### config.mk
export PLATFORM = sky130hd
export DESIGN_NAME = multex_phase_decoder
export DESIGN_NICKNAME = d
export VERILOG_FILES = /design/src/rtl/multex_phase_decoder.sv
export SDC_FILE = /design/constraint.sdc
export NUM_CORES = 1
export LEC_CHECK = 0
export ABC_CLOCK_PERIOD_IN_PS = 1960
export CAP_MARGIN = 25
export CORE_MARGIN = 2
export CORE_UTILIZATION = 40
export DETAILED_ROUTE_END_ITERATION = 12
export SLEW_MARGIN = 15
export SYNTH_ARGS = -nofsm -noshare
export SYNTH_HDL_FRONTEND = slang
export SYNTH_SLANG_ARGS = --single-unit
### constraint.sdc
create_clock -name clk -period 1.96 [get_ports clk]
set_input_delay 0.196 -clock clk [delete_from_list [all_inputs] [get_ports clk]]
set_output_delay 0.196 -clock clk [all_outputs]
set_load 0.005 [all_outputs]
### src/rtl/multex_phase_decoder.sv
// multex_phase_decoder: recovers the 2-bit select code (A,B) of the three-phase multiplexer
// by correlating the observed line against each reference phase over a window of WIN samples.
// Latency: valid pulses WIN+1 clk edges after the edge that accepts start; start while busy is ignored.
//
// Ports:
//   clk    - system clock, rising edge
//   rst_n  - asynchronous active-low reset
//   q_in   - multiplexed line under observation (may be asynchronous)
//   ph     - reference phases; ph[i] is the phase driven when channel i is selected (may be asynchronous)
//   start  - request one decode window; only honoured in IDLE
//   a_out  - decoded A bit (held between valid pulses)
//   b_out  - decoded B bit (held between valid pulses)
//   valid  - one-cycle pulse marking an update of a_out/b_out/err
//   err    - decision ambiguous (tie) or no phase reached THR
//   busy   - window or decision in progress
//
// Optional build macro: MULTEX_PHASE_DECODER_CONTINUOUS_EN
//   When defined, windows run back to back from the first edge after reset;
//   start is ignored and busy stays high.

module multex_phase_decoder #(
  parameter int WIN = 16,  // samples per window, 2..255
  parameter int THR = 14   // agreeing samples needed for a candidate, WIN/2 < THR <= WIN
) (
  input  logic       clk,
  input  logic       rst_n,
  input  logic       q_in,
  input  logic [2:0] ph,
  input  logic       start,
  output logic       a_out,
  output logic       b_out,
  output logic       valid,
  output logic       err,
  output logic       busy
);

  localparam int CW = $clog2(WIN + 1);
  localparam logic [CW-1:0] WIN_C  = CW'(WIN);
  localparam logic [CW-1:0] LAST_C = CW'(WIN - 1);
  localparam logic [CW-1:0] THR_C  = CW'(THR);
  localparam logic [CW-1:0] ONE_C  = CW'(1);

  typedef enum logic [1:0] {
    IDLE   = 2'd0,
    ACQ    = 2'd1,
    DECIDE = 2'd2
  } state_t;

  state_t state;

  // Two-flop synchronisers; q and the phases share the same depth so their
  // relative alignment is preserved when compared.
  logic       q_s1, q_s2;
  logic [2:0] ph_s1, ph_s2;

  always_ff @(posedge clk or negedge rst_n) begin
    if (!rst_n) begin
      q_s1  <= 1'b0;
      q_s2  <= 1'b0;
      ph_s1 <= 3'b000;
      ph_s2 <= 3'b000;
    end else begin
      q_s1  <= q_in;
      q_s2  <= q_s1;
      ph_s1 <= ph;
      ph_s2 <= ph_s1;
    end
  end

  // Window statistics
  logic [CW-1:0] hi_cnt;
  logic [CW-1:0] match [3];
  logic [CW-1:0] smp_cnt;   // samples already taken in the current window

  // Candidate phases: enough samples agreeing with the line.
  logic [2:0] cand;
  always_comb begin
    cand = 3'b000;
    for (int i = 0; i < 3; i++) begin
      cand[i] = (match[i] >= THR_C);
    end
  end

  // Decision table. A silent line wins over everything else, then exactly
  // one candidate selects its code; no candidate or a tie is an error.
  logic dec_a, dec_b, dec_err;
  always_comb begin
    dec_a   = 1'b0;
    dec_b   = 1'b0;
    dec_err = 1'b0;
    if (hi_cnt == '0) begin
      dec_err = 1'b0;
    end else begin
      case (cand)
        3'b001:  begin dec_a = 1'b1; dec_b = 1'b0; end
        3'b010:  begin dec_a = 1'b0; dec_b = 1'b1; end
        3'b100:  begin dec_a = 1'b1; dec_b = 1'b1; end
        default: dec_err = 1'b1;
      endcase
    end
  end

  // Main control FSM with registered outputs.
  always_ff @(posedge clk or negedge rst_n) begin
    if (!rst_n) begin
      state   <= IDLE;
      hi_cnt  <= '0;
      smp_cnt <= '0;
      for (int i = 0; i < 3; i++) begin
        match[i] <= '0;
      end
      a_out   <= 1'b0;
      b_out   <= 1'b0;
      valid   <= 1'b0;
      err     <= 1'b0;
      busy    <= 1'b0;
    end else begin
      valid <= 1'b0;
      case (state)
        IDLE: begin
`ifdef MULTEX_PHASE_DECODER_CONTINUOUS_EN
          // Free-running: the first window opens on the first edge after reset.
          state   <= ACQ;
          busy    <= 1'b1;
          hi_cnt  <= '0;
          smp_cnt <= '0;
          for (int i = 0; i < 3; i++) begin
            match[i] <= '0;
          end
`else
          if (start) begin
            state   <= ACQ;
            busy    <= 1'b1;
            hi_cnt  <= '0;
            smp_cnt <= '0;
            for (int i = 0; i < 3; i++) begin
              match[i] <= '0;
            end
          end
`endif
        end

        ACQ: begin
          // Counters saturate at WIN; with exactly WIN samples they never
          // need to, but saturation keeps them bounded regardless.
          if (q_s2 && (hi_cnt != WIN_C)) begin
            hi_cnt <= hi_cnt + ONE_C;
          end
          for (int i = 0; i < 3; i++) begin
            if ((q_s2 == ph_s2[i]) && (match[i] != WIN_C)) begin
              match[i] <= match[i] + ONE_C;
            end
          end
          smp_cnt <= smp_cnt + ONE_C;
          // This edge takes the WIN-th sample; decide on the next one.
          if (smp_cnt == LAST_C) begin
            state <= DECIDE;
          end
        end

        DECIDE: begin
          a_out <= dec_a;
          b_out <= dec_b;
          err   <= dec_err;
          valid <= 1'b1;
`ifdef MULTEX_PHASE_DECODER_CONTINUOUS_EN
          // Back-to-back windows: this edge plays the role of the start edge.
          state   <= ACQ;
          hi_cnt  <= '0;
          smp_cnt <= '0;
          for (int i = 0; i < 3; i++) begin
            match[i] <= '0;
          end
`else
          state <= IDLE;
          busy  <= 1'b0;
`endif
        end

        default: begin
          state <= IDLE;
          busy  <= 1'b0;
        end
      endcase
    end
  end

endmodule

==> results.md <==
* Setup violation total in the final timing report at 0
* Startpoint of the worst register-to-register path: match[0]
* Cts repair resizes at 0
* Number of global-route vias before repair at ~1400
* CTS Root Buffer Type: sky130_fd_sc_hd__clkbuf_8
* Most used cells in the layout excluding fill and tap cells: sky130_fd_sc_hd__dfrtp_1 (40), sky130_fd_sc_hd__nand2_1 (21), sky130_fd_sc_hd__ha_1 (13)
* Total standard cell area after synthesis at ~1900 um2
* Share of layout cells above drive strength 1 at a little under 9%
* Floorplan core area at 4720 um2
* Starting density of the core at between 40% and 50%
* Critical Setup Path Class: reg2reg
* Relative contribution of combinational cells to total power at a little under two fifths
* Type of the most critical hold path: in2reg
* Final net count at between 200 and 250
* Ordered cell list for the critical path: inv_1 > ha_1 > or2_1 > a31oi_1 > xor2_1 > a32o_1
* Die height at approximately 74 um
* Number of buffers between clock root and the deepest sink at 2
* Delay of the slowest cell on the worst path at ~0.42 ns
* Area of the die at 5440 um2
* Peak clock frequency supported by timing at between 500 and 600 MHz
* Number of optimization iterations in the first detailed-route pass at 4
* Critical Path Slowest Stage Cell: sky130_fd_sc_hd__dfrtp_1
* First element of the critical path: match[0]
* Capturing element type of the critical path: flop
* Fraction of the cycle the final worst path needs at about 90%
* Sequential-to-total area share from yosys stat at about half
* Hold Startpoint: ph[0]
* Most common flop cell mapped by yosys: sky130_fd_sc_hd__dfrtp_1
* Clock network fraction of design power at 16.9%
* Slew margin rel. at around two thirds
* Period minus WS final at roughly 1.8 ns
* Total power density per cell area at ~1400 nW/um2
* First-pass GRT wire length at approximately 6300 um
* Flops & latches, synth at 40
* Placed standard-cell area at between 2000 and 2500 um2
* Max capacitance violation total at 0
* H-Tree Depth at 2
* Arrival time of the worst setup path at roughly 2 ns
* Proportion of register bits with asynchronous set or reset after synthesis at 100%
* Final sum of negative setup slack at 0 ns
* Total global-route track usage at 15.4%
* Number of nets in the synthesized netlist at between 200 and 250
* Post-Synthesis Cells at around 180
* Category of cells accounting for the largest share of critical-path delay: compound AO/OA/AOI/OAI gates
* Setup Skew at 0.0113 ns
* Number of warnings printed during yosys synthesis at 0
* Final global-route overflow total at 0
* Final hold violation count at 0
* Area growth syn-to-layout at 15.0%
* Antenna-violating nets left at 0
* Largest net degree at the start of global routing at 41
* Overall routed net length at between 3000 and 4000 um
* HPWL reported at the end of detailed placement at approximately 2500 um
* Static power due to leakage at a little over 1 nW
* Data required time at the worst endpoint at ~2.1 ns
* RSZ-0062 raised after global routing: false
* Horiz. Die Dim at ~74 um
* Slew at the pin closest to its max-slew limit at 0.528 ns
* Placer congestion estimate at about 0.77
* Final core area utilization at ~47%
* Number of antenna violations at the first check in global routing at 0
* Vias after detailed routing at about 1400
* Via/cell ratio at between 5 and 6
* Worst slack at placement at ~0.19 ns
* Count of port buffers added during placement at 11
* Proportion of total power due to net switching at just under 40%
* Design Area, Final at 2240 um2
* Worst Slack Setup Final at around 0.19 ns
* Number of rows in the core area at 25
* Post-synth EDFFs at 0
* Internal power at 1.96 mW
* Worst-case vdd ir drop at slightly above 0.5 mV
* Clock insertion delay at the later pin of the skew report at between 0.2 and 0.3 ns
* Inserted Clock Buffers at 5
* Mean routed wirelength per cell at ~13 um
* First-iteration detailed-routing DRC count at 74
* Number of max-slew violations in the final report at 0
* Hold Worst Slack at 0.338 ns
* Sequential Power Share at 45.3%
* Distinct cell type count after synthesis at 37
* Clock transition at path regs at around 0.08 ns
* Status: finished clean
* Clock sink count at 40
* Type of origin of the critical path: flop
* CTS tree: built
* I/O pin count at 12
* Sw Pwr at between 1 and 1.5 mW
* Largest fanout of any net on the critical path at 5
* Antenna diode instance count at 0
* Avg Inst Size Synth at between 10 and 15 um2
* Number of buffers and inverters on the critical path at 1
* Most common cell after layout, fill and taps aside: sky130_fd_sc_hd__dfrtp_1
* Number of inserted filler cells in the final layout at approximately 440
* DRC at 0
-- state kept, by name, indices dropped and copies added (netlist names) --
| register | cells |
|---|---|
| err | 1 |
| valid | 1 |
| busy | 1 |
| ph_s1 | 3 |
| state | 2 |
| a_out | 1 |
| q_s2 | 1 |
| b_out | 1 |
| ph_s2 | 3 |
| match | 15 |
| hi_cnt | 5 |
| smp_cnt | 5 |
| q_s1 | 1 |
-- cells by family (layout without fill, tap and decap cells) --
logic type / after synthesis / in the layout / synth area share [%]
buffers and inverters: 15 / 35 / 3.34
adder cells (fa/ha/maj): 13 / 13 / 8.35
XOR/XNOR: 8 / 8 / 3.98
multiplexers: 9 / 9 / 4.82
AND/OR/NAND/NOR: 70 / 70 / 18.8
flip-flops: 40 / 40 / 51.4
AO/OA/AOI/OAI: 27 / 27 / 9.25
-- through the flow --
stage	instances	power (mW)
final	269	3.18
after floorplan	182	2.31
after CTS	269	3.23
after detailed placement	260	2.68
after global routing	269	3.50
after global placement	260	2.57
-- synthesized netlist by cell type, types with 4 or more instances --
master,instances,area (um2)
sky130_fd_sc_hd__or3_1,5,31.3
sky130_fd_sc_hd__xor2_1,6,52.6
sky130_fd_sc_hd__nand2_1,21,78.8
sky130_fd_sc_hd__ha_1,13,163
sky130_fd_sc_hd__nor2_1,12,45.0
sky130_fd_sc_hd__and3_1,4,25.0
sky130_fd_sc_hd__inv_1,11,41.3
sky130_fd_sc_hd__mux2i_1,6,60.1
sky130_fd_sc_hd__a21oi_1,5,25.0
sky130_fd_sc_hd__o21ai_0,7,35.0
sky130_fd_sc_hd__nand3_1,9,45.0
sky130_fd_sc_hd__dfrtp_1,40,1000
-- final cells by class --
| type | count | area (um2) | area share, % |
|---|---|---|---|
| sequential | 40 | 1000 | 44.7 |
| multi-input combinational | 127 | 881 | 39.3 |
| timing repair buffer | 16 | 145 | 6.48 |
| tap | 67 | 83.8 | 3.74 |
| clock buffer | 5 | 68.8 | 3.07 |
| inverter | 11 | 41.3 | 1.84 |
| clock inverter | 3 | 18.8 | 0.838 |
-- layer usage --
layer | GRT usage (%) | routed length (um)
met5 | 0 | 0
met4 | 4.85 | 46
met3 | 4.94 | 149
met2 | 25.0 | 1690
met1 | 19.4 | 1590
-- final timing paths --
| kind | endpoint | slack (ns) | cells after the start |
|---|---|---|---|
| worst min-delay path | ph_s1[0] | 0.34 | 1 |
| max in group asynchronous | busy | 1.11 | 3 |
| worst min register to register | ph_s2[1] | 0.35 | 0 |
| worst max register to register | b_out | 0.19 | 6 |
| min in group asynchronous | match[3] | 0.49 | 3 |
| worst max-delay path | b_out | 0.19 | 6 |
-- timing repair --
action | CTS | global route
buffers inserted | 0 | 0
hold endpoints to repair | 40 | 0
endpoints found under the setup margin | 0 | 0
hold buffers | 1 | 0
-- power by group through the flow --
stage | Combinational [mW] | Sequential, mW | Clock, mW
CTS | 1.23 | 1.44 | 0.562
global route | 1.40 | 1.50 | 0.605
floorplan | 0.922 | 1.39 | 0
detailed placement | 1.22 | 1.45 | 0
global placement | 1.14 | 1.43 | 0
finish | 1.20 | 1.44 | 0.539
Note: power is estimated with default switching activity, not from simulation.
